<file path="src/rtl/sync_fifo_pkg.sv">
// Shared constants and status encoding for the parametrised synchronous FIFO.
// Default sizing matches the original 8x8 FIFO.
package sync_fifo_pkg;

    localparam int DEF_DATA_WIDTH = 8;
    localparam int DEF_DEPTH      = 8;
    localparam int DEF_AW         = $clog2(DEF_DEPTH);
    localparam int DEF_CW         = DEF_AW + 1;
    localparam int DEF_AF_LEVEL   = 6;
    localparam int DEF_AE_LEVEL   = 2;

    // Bit 0 = overflow, bit 1 = underflow.
    typedef enum logic [1:0] {
        ST_OK   = 2'b00,
        ST_OVF  = 2'b01,
        ST_UNF  = 2'b10,
        ST_BOTH = 2'b11
    } fifo_status_e;

endpackage

</file>
<file path="src/rtl/sync_fifo_mem.sv">
// FIFO storage: DEPTH x DATA_WIDTH register array, synchronous write, asynchronous read.
// The array is intentionally not reset.
module sync_fifo_mem #(
    parameter int DATA_WIDTH = 8,
    parameter int DEPTH      = 8,
    parameter int AW         = 3
) (
    input  logic                  clk,
    input  logic                  we_i,
    input  logic [AW-1:0]         waddr_i,
    input  logic [DATA_WIDTH-1:0] wdata_i,
    input  logic [AW-1:0]         raddr_i,
    output logic [DATA_WIDTH-1:0] rdata_o
);

    logic [DATA_WIDTH-1:0] mem_q [DEPTH];

    // Write port.
    always_ff @(posedge clk) begin
        if (we_i) begin
            mem_q[waddr_i] <= wdata_i;
        end
    end

    assign rdata_o = mem_q[raddr_i];

endmodule

</file>
<file path="src/rtl/sync_fifo_param.sv">
// Parametrised single-clock FIFO with occupancy, almost flags and overflow/underflow pulses.
// Define SYNC_FIFO_FWFT_EN for first-word-fall-through read data.
module sync_fifo_param
    import sync_fifo_pkg::*;
#(
    parameter int DATA_WIDTH = DEF_DATA_WIDTH,
    parameter int DEPTH      = DEF_DEPTH,
    parameter int AF_LEVEL   = DEF_AF_LEVEL,
    parameter int AE_LEVEL   = DEF_AE_LEVEL
) (
    input  logic                    clk,
    input  logic                    rst_n,
    input  logic                    w_en,
    input  logic [DATA_WIDTH-1:0]   data_in,
    input  logic                    r_en,
    output logic [DATA_WIDTH-1:0]   data_out,
    output logic                    full,
    output logic                    empty,
    output logic                    almost_full,
    output logic                    almost_empty,
    output logic [$clog2(DEPTH):0]  count,
    output logic                    overflow,
    output logic                    underflow
);

    localparam int AW = $clog2(DEPTH);
    localparam int CW = AW + 1;
    localparam logic [CW-1:0] AF_C    = CW'(AF_LEVEL);
    localparam logic [CW-1:0] AE_C    = CW'(AE_LEVEL);
    localparam logic [CW-1:0] CNT_ONE = CW'(1);
    localparam logic [AW:0]   PTR_ONE = (AW+1)'(1);

    logic [AW:0]           w_ptr_q, w_ptr_d, r_ptr_q, r_ptr_d;
    logic [CW-1:0]         count_q, count_d;
    logic                  full_q, full_d, empty_q, empty_d;
    logic                  af_q, af_d, ae_q, ae_d;
    logic                  ovf_q, ovf_d, unf_q, unf_d;
    logic                  wr_acc, rd_acc;
    logic [DATA_WIDTH-1:0] mem_rdata;

    sync_fifo_mem #(
        .DATA_WIDTH (DATA_WIDTH),
        .DEPTH      (DEPTH),
        .AW         (AW)
    ) u_mem (
        .clk     (clk),
        .we_i    (wr_acc),
        .waddr_i (w_ptr_q[AW-1:0]),
        .wdata_i (data_in),
        .raddr_i (r_ptr_q[AW-1:0]),
        .rdata_o (mem_rdata)
    );

    // Acceptance is gated by the registered flags; all flags derive from next-state pointers/count.
    always_comb begin
        wr_acc  = w_en && !full_q;
        rd_acc  = r_en && !empty_q;
        w_ptr_d = w_ptr_q;
        r_ptr_d = r_ptr_q;
        count_d = count_q;
        if (wr_acc) begin
            w_ptr_d = w_ptr_q + PTR_ONE;
        end else begin
            w_ptr_d = w_ptr_q;
        end
        if (rd_acc) begin
            r_ptr_d = r_ptr_q + PTR_ONE;
        end else begin
            r_ptr_d = r_ptr_q;
        end
        case ({wr_acc, rd_acc})
            2'b10:   count_d = count_q + CNT_ONE;
            2'b01:   count_d = count_q - CNT_ONE;
            default: count_d = count_q;
        endcase
        full_d  = (w_ptr_d[AW] != r_ptr_d[AW]) && (w_ptr_d[AW-1:0] == r_ptr_d[AW-1:0]);
        empty_d = (w_ptr_d == r_ptr_d);
        af_d    = (count_d >= AF_C);
        ae_d    = (count_d <= AE_C);
        ovf_d   = w_en && full_q;
        unf_d   = r_en && empty_q;
    end

    // Pointer, occupancy and flag registers.
    always_ff @(posedge clk or negedge rst_n) begin
        if (!rst_n) begin
            w_ptr_q <= '0;
            r_ptr_q <= '0;
            count_q <= '0;
            full_q  <= 1'b0;
            empty_q <= 1'b1;
            af_q    <= 1'b0;
            ae_q    <= 1'b1;
            ovf_q   <= 1'b0;
            unf_q   <= 1'b0;
        end else begin
            w_ptr_q <= w_ptr_d;
            r_ptr_q <= r_ptr_d;
            count_q <= count_d;
            full_q  <= full_d;
            empty_q <= empty_d;
            af_q    <= af_d;
            ae_q    <= ae_d;
            ovf_q   <= ovf_d;
            unf_q   <= unf_d;
        end
    end

`ifdef SYNC_FIFO_FWFT_EN
    assign data_out = mem_rdata;
`else
    logic [DATA_WIDTH-1:0] dout_q, dout_d;

    // Output word loads only on an accepted read and otherwise holds.
    always_comb begin
        if (rd_acc) begin
            dout_d = mem_rdata;
        end else begin
            dout_d = dout_q;
        end
    end

    // Registered read data.
    always_ff @(posedge clk or negedge rst_n) begin
        if (!rst_n) begin
            dout_q <= '0;
        end else begin
            dout_q <= dout_d;
        end
    end

    assign data_out = dout_q;
`endif

    assign full         = full_q;
    assign empty        = empty_q;
    assign almost_full  = af_q;
    assign almost_empty = ae_q;
    assign count        = count_q;
    assign overflow     = ovf_q;
    assign underflow    = unf_q;

endmodule

</file>
<file path="config.mk">
export PLATFORM = sky130hd
export DESIGN_NAME = sync_fifo_param
export DESIGN_NICKNAME = d
export VERILOG_FILES = /design/src/rtl/sync_fifo_pkg.sv /design/src/rtl/sync_fifo_mem.sv /design/src/rtl/sync_fifo_param.sv
export SDC_FILE = /design/constraint.sdc
export NUM_CORES = 1
export LEC_CHECK = 0
export BUFFER_PORTS_ARGS = -buffer_cell sky130_fd_sc_hd__buf_4
export CELL_PAD_IN_SITES_DETAIL_PLACEMENT = 1
export CELL_PAD_IN_SITES_GLOBAL_PLACEMENT = 1
export CORE_MARGIN = 5
export CORE_UTILIZATION = 50
export CTS_CLUSTER_SIZE = 14
export DETAILED_ROUTE_END_ITERATION = 16
export GPL_TIMING_DRIVEN = 0
export PLACE_DENSITY = 0.76
export RECOVER_POWER = 100
export SLEW_MARGIN = 20
export SYNTH_ARGS = -nofsm -noshare
export SYNTH_HDL_FRONTEND = slang
export SYNTH_SLANG_ARGS = --single-unit
</file>
<file path="constraint.sdc">
create_clock -name clk -period 2.6 [get_ports clk]
set_clock_uncertainty 0.15 [all_clocks]
set_input_delay 0.26 -clock clk [delete_from_list [all_inputs] [get_ports clk]]
set_output_delay 0.26 -clock clk [all_outputs]
set_load 0.02 [all_outputs]
</file>
# == Word-level counts from Yosys, hierarchy flattened ==
# Memories as Yosys holds them, arrays and structs flattened. A register that Yosys moved wholly into a read port is not among the register bits.
# Index checks and enable logic that the tools add are counted.
# totals
input_bits,12
n_memories,1
output_inout_bits,18
ff_bits,18
ram_bits,64
# op_classes
n_eq_ne,5
add_sub_neg,4
mux,5
n_reduce_logical,8
order_cmp,2
# mem_list
memory,depth,word_bits,rd,rd_ports_with_merged_regs,write_ports,line_no,rtl
u_mem.mem_q,8,8,1,1,1,sync_fifo_mem.sv:16,logic [DATA_WIDTH-1:0] mem_q [DEPTH];
# op_table
operator,n
$add A4 B1 Y4 const B,3
$mux W4,2
$pmux W4 S2,1
$logic_and A1 B1 Y1,5
$eq A4 B4 Y1,1
$ge A4 B3 Y1 const B,1
$le A4 B2 Y1 const B,1
$sub A4 B1 Y4 const B,1
$eq A3 B3 Y1,1
$logic_not A1 Y1,3
$eq A2 B1 Y1 const B,1
$eq A2 B2 Y1 const B,1
$mux W1,2
$ne A1 B1 Y1,1

# == Depth between registers and ports, before layout ==
# depth
depth_word,5
depth_mapped,10

# == Hierarchy ==
# From an unflattened synthesis, not the netlist that was laid out.
# unflattened
hier_cells,218
hier_area_um2,3746.1
# by_module_without_submodules
module,n_inst,seq_area_each_um2,area_each_um2,cells_per_inst
sync_fifo_mem,1,1921.8,2531.2,106
sync_fifo_param,1,653.1,1214.9,112

# == Least setup slack after synthesis ==
# OpenSTA, ideal clock, no wires.
# synth_path
path_type,register to register
startpoint,"reg full_q, in the netlist full"
endpoint,"mem u_mem.mem_q[0][0], enable pin"
arrival_time_ps,1558
period_less_slack_ps,2102
path_stages_with_launch,4
path_buffers,0
required_time_ps,2055
slack_ps,498
cell_sequence,dfrtp_1 nor2b_4 inv_4 nor4_1
# synth_between
elab_chain_len,4
# synth_rtl
item,line_no,rtl
from (decl),sync_fifo_param.sv:35,"logic full_q, full_d, empty_q, empty_d;"
from (signal assigned),sync_fifo_param.sv:100,full_q <= full_d;
$logic_not A1 Y1,sync_fifo_param.sv:56,wr_acc = w_en && !full_q;
$logic_and A1 B1 Y1,sync_fifo_param.sv:56,
$mux W1,sync_fifo_mem.sv:20,if (we_i) begin
$mux W1 (not written as such),sync_fifo_mem.sv:21,mem_q[waddr_i] <= wdata_i;
to (decl),sync_fifo_mem.sv:16,
# Every way passes these cells.

# == Worst setup path after layout ==
# layout_path
startpoint,"reg empty_q, in the netlist empty"
endpoint,"reg af_q, in the netlist almost_full"
# layout_between
elab_chain_len,5
word_cells_on_any_way,6
classes_between,1 x order compare; 2 x eq/ne; 1 x mux; 2 x reduce/logical
# layout_rtl
item,line_no,rtl
from (decl),sync_fifo_param.sv:35,
from (signal assigned),sync_fifo_param.sv:101,empty_q <= empty_d;
$logic_not A1 Y1 (*),sync_fifo_param.sv:57,rd_acc = r_en && !empty_q;
$logic_and A1 B1 Y1 (*),sync_fifo_param.sv:57,
$eq A2 B1 Y1 or $eq A2 B2 Y1 (tied branches),sync_fifo_param.sv:71,"case ({wr_acc, rd_acc})"
$pmux W4 S2 (*),sync_fifo_param.sv:71,
net count_d[3],sync_fifo_param.sv:34,"logic [CW-1:0] count_q, count_d;"
$ge A4 B3 Y1 (*),sync_fifo_param.sv:78,af_d = (count_d >= AF_C);
net af_d,sync_fifo_param.sv:36,"logic af_q, af_d, ae_q, ae_d;"
to (signal assigned),sync_fifo_param.sv:92,af_q <= 1'b0;
to (signal assigned),sync_fifo_param.sv:102,af_q <= af_d;
to (decl),sync_fifo_param.sv:36,
# Mark *: on every way through the listed nets, which the timed path passes. The rest lies on a longest branch.

==> impl_metrics.csv <==
group,metric,value,unit
layout,final_cell_mix,"edfxtp_1, clkbuf_1, dfrtp_1",
logic_synthesis,ys_types,41,
logic_synthesis,syn_inst,207,
pwr,power_leakage,1.47,nW
clock_tree,cts_buffer_depth,2,
sta,period_share,89.2,%
pwr,finalPower,4.59,mW
logic_synthesis,synth-seq-cells,90,
grt,grt_pass1_wl,11400,um
worst_setup_path,r2r_slack,0.28,ns
route,wl,7250,um
layout,diodes,0,
worst_setup_path,critPathCaptureType,"register",
worst_setup_path,regToRegEndpoint,"almost_full",
sta,maxSlewViolCount,0,
worst_setup_path,required,2.69,ns
hold_path,whs_path_depth,2,
worst_setup_path,r2r_cells,8,
clock_tree,htree_levels,3,
route,routed_via_density,5.36,
floorplanning,start_util,51.0,%
clock_tree,cts_inserted_buffers,9,
pwr,power_frac_comb,36.4,%
route,vias,1956,
pwr,power_frac_clock,18.5,%
worst_setup_path,path_max_fanout,6,
sta,worstMarginPinSlew,1.43,ns
floorplanning,dieArea,0.00913,mm2
layout,finalNetCount,277,
sta,hold_slack,0.0415,ns
sta,rsz0062_at_grt,"false",
floorplanning,fp.coreArea,0.00718,mm2
sta,fmax,0.431,GHz
pwr,power_frac_seq,45.0,%
worst_setup_path,cp-start-kind,"register",
grt,antenna_found_initial,0,
logic_synthesis,syn_nets,223,
worst_setup_path,cp_data_arrival_time,2.41,ns
flow_run,cap_violations,0,
sta,setup_tns,0,ns
route,drt-initial-drc-count,60,
route,firstDrtPassIters,4,
hold_path,whs_endpoint,"overflow",
grt,grt_max_degree,27,
placement,finalWeightedCongestion,0.778,
worst_setup_path,regToRegStartpoint,"empty",
placement,hpwl,5070,um
route,ant_nets,0,
pwr,swShare,35.9,%
clock_tree,cts.sink_count,90,
route,wl_per_cell,19.9,um
grt,overflow,0,
sta,setup_viol,0,
hold_path,hp-start,"w_en",
layout,final_common_cell,"edfxtp_1",
logic_synthesis,synth-seq-area-share,70.4,%
sta,maxSlewHeadroom,4.72,%
layout,area_growth_syn_to_layout,14.2,%
pwr,p_int,2.94,mW
clock_tree,clk_pin_slew,0.08,ns
floorplanning,dieHeight,95.5,um
clock_tree,cts_root_buffer,"clkbuf_8",
logic_synthesis,postSynthAreaPerCell,17.7,um2
clock_tree,insertion_delay,0.35,ns
clock_tree,cts_tree,"yes",
pwr,powerDensity,1100,mW/mm2
layout,layout-drive-gt1-share,18.8,%
logic_synthesis,ys_warn_count,0,
worst_setup_path,crit_type,"reg -> reg",
status,status,"completed",
logic_synthesis,syn_area,0.00366,mm2
floorplanning,rows,31,
floorplanning,num_io_pins,30,
layout,finalCoreUtilization,58.2,%
pwr,ir_drop,0.400,mV
pwr,switchingPower,1.65,mW
clock_tree,cts_setup_buffers,0,
grt,grt_util_all_layers,17.7,%
floorplanning,die_w,95.5,um
sta,fin_crit,2.32,ns
layout,fillers,685,
placement,io_buffers,29,
sta,hold_viol,0,
route,drc,0,
grt,grt_pass1_vias,2072,
hold_path,hold_path_class,"in -> reg",
-- kinds of logic (layout without fill, tap and decap cells) --
group                      Yosys count  in the layout  share of synthesized area (%)
AOI/OAI and AO/OA                   18             18                           2.81
xor gates and xnor gates            14             14                           3.56
adders and majority gates            4              4                           1.37
buffers and inverters               13             72                           2.09
DFF                                 90             90                           70.4
muxes                               27             27                           13.2
and+or+nand+nor                     41             41                           6.60
-- flip-flops by register name, summed over array words and instances (netlist names) --
signal / flops
u_mem.mem_q: 64
data_out: 8
count: 4
r_ptr_q: 4
w_ptr_q: 4
almost_empty: 1
almost_full: 1
empty: 1
full: 1
overflow: 1
underflow: 1
-- worst max-delay path by stage --
| stage | start | endpoint | slack, ns | cells after the start |
|---|---|---|---|---|
| 6_report | empty | almost_full | 0.28 | 8 |
| 5_1_grt | empty | almost_empty | 0.14 | 10 |
| 4_1_cts | w_ptr_q[2] | empty | 0.06 | 5 |
| 3_5_place_dp | w_ptr_q[2] | empty | 0.15 | 5 |
| 3_3_place_gp | full | u_mem.mem_q[0][2] | -0.27 | 3 |
| 2_1_floorplan | full | u_mem.mem_q[0][0] | 0.50 | 3 |
-- critical path, stage by stage (launching register included) --
cell and delay (ns):
dfstp_1 0.59, nand2b_2 0.18, inv_4 0.06, ha_1 0.24, nor4b_1 0.28, a31oi_1 0.20
a21oi_1 0.22, xnor2_1 0.12, a21o_1 0.17
-- metrics by stage --
step	instances	area [um2]	setup slack, ns
4_1_cts	365	4330	0.0644
3_3_place_gp	335	4000	-0.274
3_5_place_dp	339	4050	0.146
5_1_grt	365	4180	0.144
6_report	365	4180	0.280
2_1_floorplan	207	3660	0.498
-- synth_stat cells (all sizes together) --
cell    number  share of area, %
edfxtp      64                53
dfrtp       24                16
mux4        16               9.9
nand2       11               1.1
xnor2        9               2.4
mux2i        8               2.2
o21ai        8               1.1
nor3         7              0.96
inv          6              0.75
a21oi        5              0.68
nor2         5              0.58
xor2         5               1.2
buf          4              0.75
ha           4               1.4
nor2b        4              0.96
clkbuf       3              0.58
mux2         3               1.1
nand2b       3              0.58
nand3b       3              0.62
and2         2              0.38
dfstp        2               1.4
nor4b        2              0.48
a21boi       1              0.21
a21o         1              0.21
a31oi        1              0.17
a32o         1              0.27
and4b        1              0.27
nand4        1              0.17
nor4         1              0.17
o22ai        1              0.17
or3          1              0.31
-- what timing repair did --
item / 4_1_cts / 5_1_grt
gates resized for setup: 0 / 1
hold endpoints to repair: 91 / 0
endpoints found under the setup margin: 0 / 1
hold buffers: 10 / 0
-- final cells by class --
class / count / area, um2 / area share, %
flip-flops and latches: 90 / 2570 / 61.7
inverters: 6 / 27.5 / 0.659
repair buffers: 43 / 231 / 5.54
well taps: 99 / 124 / 2.97
clock buffers: 9 / 124 / 2.97
plain buffers: 7 / 45.0 / 1.08
clock inverters: 7 / 51.3 / 1.23
multi-input cells: 104 / 997 / 23.9
-- power by group through the flow --
| stage | clock network (mW) | registers [mW] | logic [mW] |
|---|---|---|---|
| finish | 0.851 | 2.07 | 1.67 |
| global route | 0.951 | 2.11 | 1.81 |
| CTS | 0.875 | 2.08 | 1.86 |
| detailed placement | 0 | 2.11 | 1.83 |
| global placement | 0 | 2.08 | 1.75 |
| floorplan | 0 | 2.19 | 1.13 |
-- per-layer routing --
metal / track usage (%) / vias to the layer above / share of wire (%)
met1: 22.2 / 1009 / 42
met3: 2.68 / 7 / 4.2
met4: 7.82 / 0 / 1.5
met2: 30.3 / 42 / 52
met5: 0 / - / 0
li1: - / 898 / -
(Power assumes the default switching activity.)
